--- src/rtl/pipe_pkg.sv ---
// Shared definitions for the pipeline stage register: occupancy states and default widths.
package pipe_pkg;
    localparam int DATA_W_DEF = 32;
    localparam int CTRL_W_DEF = 3;
    localparam int ADDR_W_DEF = 5;

    typedef enum logic [1:0] {
        EMPTY = 2'd0,
        ONE   = 2'd1,
        FULL  = 2'd2
    } pipe_state_t;
endpackage

--- src/rtl/pipe_skid_slot.sv ---
// One holding slot: valid flag, payload and control bits, with load and clear.
// Clear only drops valid and control; the payload keeps its last value.
module pipe_skid_slot
    import pipe_pkg::*;
#(
    parameter int PAY_W  = DATA_W_DEF + ADDR_W_DEF,
    parameter int CTRL_W = CTRL_W_DEF
) (
    input  logic              clk,
    input  logic              rst,
    input  logic              load,
    input  logic              clear,
    input  logic [PAY_W-1:0]  d_pay,
    input  logic [CTRL_W-1:0] d_ctrl,
    output logic              vld,
    output logic [PAY_W-1:0]  pay,
    output logic [CTRL_W-1:0] ctrl
);
    logic              vld_d,  vld_q;
    logic [PAY_W-1:0]  pay_d,  pay_q;
    logic [CTRL_W-1:0] ctrl_d, ctrl_q;

    always_comb begin
        vld_d  = vld_q;
        pay_d  = pay_q;
        ctrl_d = ctrl_q;
        if (clear) begin
            vld_d  = 1'b0;
            ctrl_d = '0;
        end else if (load) begin
            vld_d  = 1'b1;
            pay_d  = d_pay;
            ctrl_d = d_ctrl;
        end
    end

    always_ff @(posedge clk or posedge rst) begin
        if (rst) begin
            vld_q  <= 1'b0;
            pay_q  <= '0;
            ctrl_q <= '0;
        end else begin
            vld_q  <= vld_d;
            pay_q  <= pay_d;
            ctrl_q <= ctrl_d;
        end
    end

    assign vld  = vld_q;
    assign pay  = pay_q;
    assign ctrl = ctrl_q;
endmodule

--- src/rtl/pipe_stage_reg.sv ---
// Valid/ready pipeline stage register with optional two-entry skid buffer and flush.
// With SKID=1 in_ready is registered; with SKID=0 it is combinational from out_ready.
module pipe_stage_reg
    import pipe_pkg::*;
#(
    parameter int DATA_W = DATA_W_DEF,
    parameter int CTRL_W = CTRL_W_DEF,
    parameter int ADDR_W = ADDR_W_DEF,
    parameter int SKID   = 1
) (
    input  logic              clk,
    input  logic              rst,
    input  logic              in_valid,
    output logic              in_ready,
    input  logic [DATA_W-1:0] in_data,
    input  logic [CTRL_W-1:0] in_ctrl,
    input  logic [ADDR_W-1:0] in_rd,
    input  logic              flush,
    output logic              out_valid,
    input  logic              out_ready,
    output logic [DATA_W-1:0] out_data,
    output logic [CTRL_W-1:0] out_ctrl,
    output logic [ADDR_W-1:0] out_rd
);
    localparam int PAY_W = DATA_W + ADDR_W;

    pipe_state_t       state_d, state_q;
    logic              in_ready_d, in_ready_q;
    logic              accept, drain;
    logic              main_load, main_clear, main_from_skid;
    logic              skid_load, skid_clear;
    logic              main_vld, skid_vld;
    logic [PAY_W-1:0]  main_pay_d, main_pay, skid_pay;
    logic [CTRL_W-1:0] main_ctrl_d, main_ctrl, skid_ctrl;

    assign in_ready = (SKID != 0) ? in_ready_q : (!main_vld || out_ready);
    assign accept   = in_valid && in_ready;
    assign drain    = main_vld && out_ready;

    always_comb begin
        state_d        = state_q;
        main_load      = 1'b0;
        main_clear     = 1'b0;
        main_from_skid = 1'b0;
        skid_load      = 1'b0;
        skid_clear     = 1'b0;
        case (state_q)
            EMPTY: begin
                if (accept) begin
                    main_load = 1'b1;
                    state_d   = ONE;
                end
            end
            ONE: begin
                if (accept && drain) begin
                    main_load = 1'b1;
                end else if (accept && (SKID != 0)) begin
                    skid_load = 1'b1;
                    state_d   = FULL;
                end else if (drain) begin
                    main_clear = 1'b1;
                    state_d    = EMPTY;
                end
            end
            FULL: begin
                // Skid beat is older than anything upstream, so it refills main first.
                if (drain) begin
                    main_load      = 1'b1;
                    main_from_skid = 1'b1;
                    skid_clear     = 1'b1;
                    state_d        = ONE;
                end
            end
            default: state_d = EMPTY;
        endcase
        if (flush) begin
            main_load  = 1'b0;
            skid_load  = 1'b0;
            main_clear = 1'b1;
            skid_clear = 1'b1;
            state_d    = EMPTY;
        end
        in_ready_d  = (state_d != FULL);
        main_pay_d  = main_from_skid ? skid_pay  : {in_data, in_rd};
        main_ctrl_d = main_from_skid ? skid_ctrl : in_ctrl;
    end

    always_ff @(posedge clk or posedge rst) begin
        if (rst) begin
            state_q    <= EMPTY;
            in_ready_q <= 1'b1;
        end else begin
            state_q    <= state_d;
            in_ready_q <= in_ready_d;
        end
    end

    pipe_skid_slot #(.PAY_W(PAY_W), .CTRL_W(CTRL_W)) u_main (
        .clk    (clk),
        .rst    (rst),
        .load   (main_load),
        .clear  (main_clear),
        .d_pay  (main_pay_d),
        .d_ctrl (main_ctrl_d),
        .vld    (main_vld),
        .pay    (main_pay),
        .ctrl   (main_ctrl)
    );

    pipe_skid_slot #(.PAY_W(PAY_W), .CTRL_W(CTRL_W)) u_skid (
        .clk    (clk),
        .rst    (rst),
        .load   (skid_load),
        .clear  (skid_clear),
        .d_pay  ({in_data, in_rd}),
        .d_ctrl (in_ctrl),
        .vld    (skid_vld),
        .pay    (skid_pay),
        .ctrl   (skid_ctrl)
    );

    assign out_valid          = main_vld;
    assign {out_data, out_rd} = main_pay;
    assign out_ctrl           = main_ctrl;
endmodule

--- config.mk ---
export PLATFORM = sky130hd
export DESIGN_NAME = pipe_stage_reg
export DESIGN_NICKNAME = d
export VERILOG_FILES = /design/src/rtl/pipe_pkg.sv /design/src/rtl/pipe_skid_slot.sv /design/src/rtl/pipe_stage_reg.sv
export SDC_FILE = /design/constraint.sdc
export NUM_CORES = 1
export LEC_CHECK = 0
export BUFFER_PORTS_ARGS = -buffer_cell sky130_fd_sc_hd__buf_2
export CORE_MARGIN = 2
export CORE_UTILIZATION = 45
export DETAILED_ROUTE_END_ITERATION = 12
export PLACE_DENSITY_LB_ADDON = 0.08
export SLEW_MARGIN = 20
export SYNTH_ARGS = -nofsm -noshare
export SYNTH_HDL_FRONTEND = slang
export SYNTH_SLANG_ARGS = --single-unit
export TNS_END_PERCENT = 5
--- constraint.sdc ---
create_clock -name clk -period 3 [get_ports clk]
set_clock_uncertainty 0.1 [all_clocks]
set_input_delay 0.3 -clock clk [delete_from_list [all_inputs] [get_ports clk]]
set_output_delay 0.3 -clock clk [all_outputs]
set_load 0.005 [all_outputs]
==> summary.md, run 1 <==
| Metric | Value |
|---|---|
| Status | finished clean |
| WP depth | 4 |
| Initial Util | 46.66% |
| Yosys cell types | 30 |
| Root buffer cell | clkbuf_8 |
| DRC errors left | 0 |
| Clock sink count | 84 |
| Fmax achieved | 0.4607 GHz |
| Worst Setup SP | state_q[1] |
| Net Count, Synth | 375 |
| Area share of the largest cell type after synthesis | 50.80% |
| Row cnt | 34 |
| Dpl hpwl | 5.075 mm |
| Wirelength per Cell | 14.88 um |
| R2R Setup Slk | 0.83 ns |
| Yosys top cell by area | dfrtp_1 |
| R2R Path Start | state_q[1] |
| Pre-CTS WS | 0.8161 ns |
| Pin count of the biggest net entering global routing | 81 |
| Port bufs | 86 |
| IR drop worst, VDD | 298.9 uV |
| Area Overhead vs Synth | 17.01% |
| Register share of total power | 52.6% |
| Design Power | 3352 uW |
| Num ports | 87 |
| Top cells by area, synth | dfrtp_1, mux2_2, mux2i_1 |
| Top FF cell, synth | dfrtp_1 |
| Post-synthesis area per instance | 12.39 sq um |
| Final Wtd Congestion | 0.6927 |
| Arrival time at the worst endpoint | 2.30 ns |
| Slowest-stage cell, CP | buf_4 |
| Combinational Power Share | 25.0% |
| Pwr/cell area | 700.6 nW/um^2 |
| Die width | 99.33 um |
| Global-route wire length before repair | 13.44 mm |
| Share of cells above drive strength 1 | 43.78% |
| Critical path, cell by cell | nand3b_2 > a211oi_4 > buf_4 > mux2_2 |
| Async S/R FF share, synth | 100.0% |
| Crit path max-delay family | buffers and inverters |
| CP endpoint | u_main.pay[17] |
| P_int | 2396 uW |
| Post-route cell area | 4785 sq um |
| Switching share of power | 28.51% |
| Critical Path Start Type | flip-flop |
| Final antenna-violating net count | 0 |
| Clock-pin slew on the worst setup and hold paths | 0.08 ns |
| Worst r2r dst | u_main.pay[17] |
| Crit Path Category | reg -> reg |
| Total net switching power | 955.9 uW |
| Syn Inst Count | 330 |
| Synthesized area | 4089 sq um |
| Final min period | 2.171 ns |
| Layout fillers | 776 |
| Slowest Stage Delay on Critical Path | 0.48 ns |
| Fin Hold WS | 0.09836 ns |
| Overflow after GRT | 0 |
| 1st-iter DRT viols | 57 |
| Initial antenna violation count | 0 |
| Setup WS post-layout | 0.8294 ns |
| Antenna fix cells | 0 |
| Core area | 8763 sq um |
| Final setup fails | 0 |
| CTS tree | yes |
| Worst-margin pin slew | 0.7575 ns |
| Leak Pwr | 0.002373 uW |
| Total track usage | 17.28% |
| CTS Buffer Depth | 2 |
| Via count | 2631 |
| Vias/cell | 5.002 |
| Period utilisation layout | 72.35% |
| TNS Setup | 0 ns |
| WP buf/inv | 1 |
| Critical Path End Type | flip-flop |
| Die area | 9865 sq um |
| Nets | 460 |
| WL final | 7.826 mm |
| Critical path peak fanout | 32 |
| Drt first pass iters | 4 |
| Reg2reg path depth | 4 |
| RSZ-0062 raised after global routing | no |
| Number of global-route vias before repair | 2702 |
| Max-cap violations | 0 |
| Post-DP Area | 4603 sq um |
| Clock power frac | 22.4% |
| Count of final hold-check violations | 0 |
| Synth Warn # | 0 |
| Final Max Slew Viols | 0 |
| Post-CTS Resized | 0 |
| Worst path required time | 3.13 ns |
| Post-synth EDFFs | 0 |
| H-tree levels | 3 |
| CTS buffer count | 9 |
| Synth Register Bits | 84 |
| Die H | 99.33 um |
| Clock latency on the worst-skew pair | 0.34 ns |
| Register area share after synthesis | 51.44% |
| Max_slew headroom | 49.44% |
| Worst min-delay path class | in -> reg |
[per-layer routing]
layer	wire length (um)	track usage [%]
met1	3686	23.86
met2	3620	26.09
met3	402	4.638
met4	117	6.849
met5	0	0
[cell usage after synthesis, types with 2 or more instances]
master	n
inv_1	38
mux2_1	3
clkbuf_1	2
nor2b_1	4
o21ai_0	5
buf_2	9
a21oi_1	3
mux2i_1	44
nor3_1	2
buf_4	4
o211ai_1	3
mux2_2	58
nand3_1	4
nand2_1	38
mux2_4	13
buf_6	4
dfrtp_1	83
[power by group through the flow]
| stage | Combinational (uW) | Sequential [uW] | Clock [uW] |
|---|---|---|---|
| after CTS | 862 | 1760 | 778 |
| after global placement | 820 | 1770 | 0 |
| after global routing | 956 | 1830 | 835 |
| after detailed placement | 858 | 1780 | 0 |
| final | 838 | 1760 | 751 |
| after floorplan | 544 | 1750 | 0 |
[layout by cell type (no fill, tap or decap), drive strengths merged]
cell,n
buf,92
dfrtp,83
mux2,74
mux2i,44
nand2,38
inv,37
clkbuf,11
o21ai,5
nor2b,4
nand3,4
o211ai,3
a21oi,3
clkinv,3
nand4b,2
a211oi,2
nor3,2
and2,1
nand3b,1
a21boi,1
a21bo,1
and3b,1
nor4bb,1
a211o,1
nand2b,1
bufinv,1
dlygate4sd3,1
dfstp,1
[worst min-delay path by stage]
stage | to | depth (start not counted) | slack (ns) | from
after detailed placement | u_skid.pay[1] | 2 | 0.36 | rst
after global placement | u_main.pay[1] | 2 | 0.36 | rst
after floorplan | u_skid.pay[0] | 2 | 0.34 | in_rd[0]
final | u_skid.pay[21] | 3 | 0.1 | in_data[16]
after CTS | u_skid.pay[21] | 3 | 0.08 | in_data[16]
after global routing | u_skid.pay[29] | 3 | 0.09 | in_data[24]
[through the flow]
step | util, % | cells
floorplan | - | 330
global placement | 52.53 | 511
global route | 54.60 | 526
detailed placement | 52.53 | 511
finish | 54.60 | 526
CTS | 54.60 | 526
[repair_timing]
item                                    in CTS  in global routing
endpoints found under the setup margin       0                  0
setup buffers                                0                  0
endpoints found under the hold margin       42                  0
hold buffers                                 1                  0
[worst reg2reg max path: stages, from the launching register on]
cell      delay (ns)
dfrtp_1         0.46
nand3b_2        0.32
a211oi_4        0.28
buf_4           0.48
mux2_2          0.42
[kinds of logic after synthesis]
logic type / share of synthesized area, %
mux: 32.34
flops: 51.44
buf+inv: 6.610
compound gates: 2.937
simple gates: 6.671
[cell type report]
type	count	area [sq um]	area share (%)
well taps	108	135.1	2.824
inverters	38	143.9	3.007
multi-input cells	189	1720	35.96
clock inverters	3	40.04	0.8368
flip-flops and latches	84	2103	43.96
clock buffers	11	131.4	2.746
repair buffers	93	510.5	10.67
[sequential cells by signal, summed over array words and instances (netlist names)]
register and flops:
in_ready 1, state_q 2, u_main.ctrl 3, u_main.pay 37, u_main.vld 1, u_skid.ctrl 3
u_skid.pay 37
Power figures use the tool's default switching activity.
==> inputs of run 2 (changes only) <==
clock period = 2.1 ns   (was 3 ns; I/O delays follow)
==> run 2 against run 1 <==
Critical path depth did not move. Highest routed layer unchanged. Count of clock-buffer cells in the layout fell by 1. Worst setup slack worse by 0.72 ns.
==> summary.md, run 2 (synthesized netlist as in run 1, its figures left out) <==
| Metric | Value |
|---|---|
| Setup WS post-layout | 0.1107 ns (-0.7186 ns) |
| Count of final hold-check violations | 0 (unchanged) |
| Max-cap violations | 0 (unchanged) |
| Initial Util | 46.66% (unchanged) |
| RSZ-0062 raised after global routing | no |
| Final min period | 1.989 ns (-0.1814 ns) |
| Initial antenna violation count | 0 (unchanged) |
| Final antenna-violating net count | 0 (unchanged) |
| Period utilisation layout | 94.73% (+22 points) |
| WL final | 7.899 mm (+0.93%) |
| Hold_buf cts | 24 (+23) |
| Slowest Stage Delay on Critical Path | 0.46 ns (-0.02 ns) |
| Total track usage | 16.70% (-0.59 points) |
| Max_slew headroom | 68.59% (+19 points) |
| Post-DP Area | 4651 sq um (+1.0%) |
| 1st-iter DRT viols | 67 (+18%) |
| CTS buffer count | 9 (unchanged) |
| Arrival time at the worst endpoint | 2.12 ns (-0.18 ns) |
| TNS Setup | 0 ns (unchanged) |
| Leak Pwr | 0.002496 uW (+5.2%) |
| Worst hold start | in_data[17] |
| Final Max Slew Viols | 0 (unchanged) |
| Overflow after GRT | 0 (unchanged) |
| Fmax achieved | 0.5027 GHz (+9.1%) |
| Core area | 8763 sq um (unchanged) |
| IR drop worst, VDD | 564.0 uV (+89%) |
| Nets | 485 (+5.4%) |
| Worst min-delay path class | in -> reg |
| Drt first pass iters | 4 (unchanged) |
| Via count | 2692 (+2.3%) |
| Final setup fails | 0 (unchanged) |
| Wirelength per Cell | 14.28 um (-4.0%) |
| Most frequent cells in the layout | buf_2, dfrtp_1, mux2_2 |
| Clock sink count | 84 (unchanged) |
| Die width | 99.33 um (unchanged) |
| Fin Hold WS | 0.01399 ns (-0.08436 ns) |
| Pin count of the biggest net entering global routing | 85 (+4.9%) |
| Final Wtd Congestion | 0.8057 (+16%) |
| Critical path peak fanout | 13 (-59%) |
| Die H | 99.33 um (unchanged) |
| Slowest-stage cell, CP | dfrtp_1 |
| Clock-pin slew on the worst setup and hold paths | 0.08 ns (about the same) |
| Critical Path End Type | flip-flop |
| DRC errors left | 0 (unchanged) |
| R2R Path Start | state_q[1] |
| CTS tree | yes |
| Worst-margin pin slew | 0.4711 ns (-0.2864 ns) |
| Dpl hpwl | 5.042 mm (-0.65%) |
| Status | finished clean |
| Critical path, cell by cell | nand3b_2 > a211oi_4 > buf_4 > mux2_2 |
| CTS Buffer Depth | 2 (unchanged) |
| Share of cells above drive strength 1 | 42.25% (-1.5 points) |
| Post-CTS setup buffer count | 0 (unchanged) |
| Critical Path Start Type | flip-flop |
| Root buffer cell | clkbuf_8 |
| Global-route wire length before repair | 13.13 mm (-2.3%) |
| Num ports | 87 (unchanged) |
| Vias/cell | 4.868 (-2.7%) |
| Post-route cell area | 5110 sq um (+6.8%) |
| Crit Path Category | reg -> reg |
| H-tree levels | 3 (unchanged) |
| Die area | 9865 sq um (unchanged) |
| Commonest non-fill, non-tap cell in the layout | buf_2 |
| Number of global-route vias before repair | 2635 (-2.5%) |
| Row cnt | 34 (unchanged) |
| Worst path required time | 2.23 ns (-0.90 ns) |
| Clock latency on the worst-skew pair | 0.35 ns (about the same) |
| Post-CTS Resized | 0 (unchanged) |
| Pwr/cell area | 971.4 nW/um^2 (+39%) |
| Port bufs | 86 (unchanged) |
| Area Overhead vs Synth | 24.97% |
| Antenna fix cells | 0 (unchanged) |
| Worst Setup SP | state_q[1] |
| Pre-CTS WS | 0.1130 ns (-0.7031 ns) |
[run 2: cell count changes in the layout (fill, tap and decap cells not counted)]
cell | before | now
dlygate4sd3_1 | 1 | 25
buf_12 | 2 | 5
clkinv_2 | 3 | 0
clkinvlp_4 | 0 | 3
buf_4 | 4 | 2
clkbuf_1 | 2 | 0
clkinv_4 | 0 | 2
clkbuf_8 | 9 | 10
inv_6 | 0 | 1
[run 2: final timing paths]
| path | end | slack, ns | cells past startpoint |
|---|---|---|---|
| worst max-delay path | u_main.pay[9] | 0.11 | 4 |
| worst min-delay path | u_skid.pay[22] | 0.01 | 3 |
| worst max register to register | u_main.pay[9] | 0.11 | 4 |
| worst min register to register | u_main.pay[35] | 0.40 | 1 |
| max in group asynchronous | in_ready | 1.07 | 4 |
| min in group asynchronous | u_main.ctrl[0] | 0.41 | 4 |
[run 2: power breakdown]
part           switching [uW]  total, uW  internal [uW]
sequential                321       2530           2210
combinational             517       1240            722
clock                     608       1200            591
total                    1450       4960           3520
[run 2: final cells by class]
cell class | count | area [sq um]
sequential | 84 | 2103
clock inverter | 6 | 71.32
inverter | 38 | 146.4
tap | 108 | 135.1
timing repair buffer | 118 | 795.8
clock buffer | 10 | 137.6
fill | 756 | 3654
multi-input combinational | 189 | 1720
[run 2: metal layers]
layer | track usage, % | vias up | wire length (um)
li1 | - | 1324 | -
met1 | 23.06 | 1305 | 3881
met2 | 25.88 | 58 | 3524
met3 | 4.989 | 5 | 426
met4 | 4.426 | 0 | 67
met5 | 0 | - | 0
[run 2: stage by stage]
stage	cells	total power, uW	utilization [%]
floorplan	330	3278	-
global placement	512	3717	53.07
detailed placement	512	3782	53.07
CTS	552	5047	58.20
global route	553	5310	58.31
finish	553	4964	58.31
[run 2: worst max-delay path, delay by kind of cell (launching register included)]
kind | cells | cell delay (ns)
DFF | 1 | 0.46
AOI/OAI and AO/OA | 1 | 0.33
buffers and inverters | 1 | 0.30
and+or+nand+nor | 1 | 0.33
muxes | 1 | 0.36
==> inputs of run 3 (changes only) <==
CORE_ASPECT_RATIO = 0.75   (was default)
==> run 3 against run 2 <==
Final area down 2.7%. Critical endpoint is now u_main.pay[20]. Utilization down 2.7 points. Register-to-register slack better by 0.07 ns. Clock power up 22%. Largest power group unchanged. Via count down 0.52%.
==> summary.md, run 3 (synthesized netlist as in run 1, its figures left out) <==
| Metric | Value |
|---|---|
| Leak Pwr | 0.002450 uW (-1.8%) |
| Commonest non-fill, non-tap cell in the layout | buf_2 |
| WL final | 7.978 mm (+1.0%) |
| Total track usage | 17.49% (+0.79 points) |
| Count of final hold-check violations | 0 (unchanged) |
| Number of global-route vias before repair | 2702 (+2.5%) |
| Worst min-delay path class | in -> reg |
| Wirelength per Cell | 14.88 um (+4.2%) |
| H-tree levels | 3 (unchanged) |
| Root buffer cell | clkbuf_16 |
| Nets | 464 (-4.3%) |
| Arrival time at the worst endpoint | 2.04 ns (-0.08 ns) |
| Setup WS post-layout | 0.1810 ns (+0.07025 ns) |
| Worst path required time | 2.22 ns (about the same) |
| Antenna fix cells | 0 (unchanged) |
| Area occupied by multi-input gates | 1720 sq um (unchanged) |
| Worst-margin pin slew | 0.4465 ns (-0.02459 ns) |
| RSZ-0062 raised after global routing | no |
| Pin count of the biggest net entering global routing | 85 (unchanged) |
| Max_slew headroom | 70.23% (+1.6 points) |
| Initial Util | 45.77% (-0.89 points) |
| Post-CTS setup buffer count | 0 (unchanged) |
| Final Max Slew Viols | 0 (unchanged) |
| Clock-pin slew on the worst setup and hold paths | 0.06 ns (-0.02 ns) |
| Register Area | 2103 sq um (unchanged) |
| Initial antenna violation count | 1 (+1) |
| Die area | 9873 sq um (about the same) |
| Port bufs | 86 (unchanged) |
| Most frequent cells in the layout | buf_2, dfrtp_1, mux2_2 |
| Pre-CTS WS | 0.1843 ns (+0.07129 ns) |
| Layout fillers | 806 (+6.6%) |
| Drt first pass iters | 4 (unchanged) |
| Pwr/cell area | 1047 nW/um^2 (+7.8%) |
| IR drop worst, VDD | 517.5 uV (-8.2%) |
| Final core occ | 55.64% (-2.7 points) |
| Final setup fails | 0 (unchanged) |
| DRC errors left | 0 (unchanged) |
| Final min period | 1.919 ns (-0.07025 ns) |
| Overflow after GRT | 0 (unchanged) |
| Dpl hpwl | 5.147 mm (+2.1%) |
| CTS buffer count | 9 (unchanged) |
| Critical Path End Type | flip-flop |
| Die width | 114.1 um (+15%) |
| Critical path peak fanout | 21 (+8) |
| Final Wtd Congestion | 0.8055 (about the same) |
| Share of cells above drive strength 1 | 44.81% (+2.6 points) |
| Area Overhead vs Synth | 21.57% |
| Vias/cell | 4.996 (+2.6%) |
| 1st-iter DRT viols | 114 (+70%) |
| Critical Path Start Type | flip-flop |
| CTS tree | yes |
| Via count | 2678 (-0.52%) |
| Clock sink count | 84 (unchanged) |
| Max-cap violations | 0 (unchanged) |
| Core area | 8934 sq um (+1.9%) |
| CTS Buffer Depth | 2 (unchanged) |
| Crit Path Category | reg -> reg |
| Row cnt | 30 (-12%) |
| Global-route wire length before repair | 13.33 mm (+1.5%) |
| Final antenna-violating net count | 0 (unchanged) |
| Num ports | 87 (unchanged) |
| Period utilisation layout | 91.38% (-3.3 points) |
| TNS Setup | 0 ns (unchanged) |
| Clock latency on the worst-skew pair | 0.34 ns (about the same) |
| Fmax achieved | 0.5211 GHz (+3.7%) |
| Status | finished clean |
| Die H | 86.55 um (-13%) |
-- run 3: changes by cell type in the layout (fill, tap and decap cells not counted), sizes merged --
cell / delta
clkinv: +2
clkbuf: +1
bufinv: -1
buf: +3
inv: -1
dlygate4sd3: -24
clkinvlp: -1
-- run 3: repair_timing --
item / in CTS / in global routing
gates resized for setup: 0 / 0
hold buffers: 1 / 0
endpoints found under the hold margin: 83 / 0
-- run 3: area by class of cell --
type                       count  area share [%]
tap                          112           2.819
sequential                    84           42.31
inverter                      38           2.945
timing repair buffer          97           11.88
clock buffer                  11           4.883
multi-input combinational    189           34.61
clock inverter                 5          0.5537
-- run 3: layer usage --
metal  global-route usage [%]  routed length, um  up-vias
li1                         -                  -     1281
met1                    23.82               3947     1317
met2                    26.62               3488       65
met3                    5.385                401       15
met4                    6.319                141        0
met5                        0                  0        -
-- run 3: where the power goes --
part	switching (uW)	internal, uW	total [uW]
Combinational	523	706	1230
Sequential	308	2210	2520
Clock	633	825	1460
-- run 3: final timing paths --
| path | from | to | slack, ns | depth (start not counted) |
|---|---|---|---|---|
| setup reg to reg | state_q[1] | u_main.pay[20] | 0.18 | 4 |
| min in group asynchronous | rst | u_main.pay[21] | 0.46 | 4 |
| setup / recovery | state_q[1] | u_main.pay[20] | 0.18 | 4 |
| max in group asynchronous | rst | in_ready | 1.09 | 4 |
| hold reg to reg | u_main.pay[33] | u_main.pay[33] | 0.38 | 1 |
| hold / removal | in_data[21] | u_skid.pay[26] | 0.02 | 3 |
-- run 3: worst max-delay path, cell delays in order (launching register included) --
cell	delay [ns]
dfrtp_1	0.46
nand3b_2	0.27
a211oi_4	0.38
buf_12	0.23
mux2_2	0.36
-- run 3: stage by stage --
step / power (uW) / area (sq um) / hold slack (ns) / std cells
2_1_floorplan: 3278 / 4093 / 0.2471 / 330
3_3_place_gp: 3732 / 4691 / 0.2812 / 519
3_5_place_dp: 3797 / 4691 / 0.2797 / 519
4_1_cts: 5287 / 4971 / 0.009668 / 536
5_1_grt: 5568 / 4971 / 0.02190 / 536
6_report: 5206 / 4971 / 0.01862 / 536
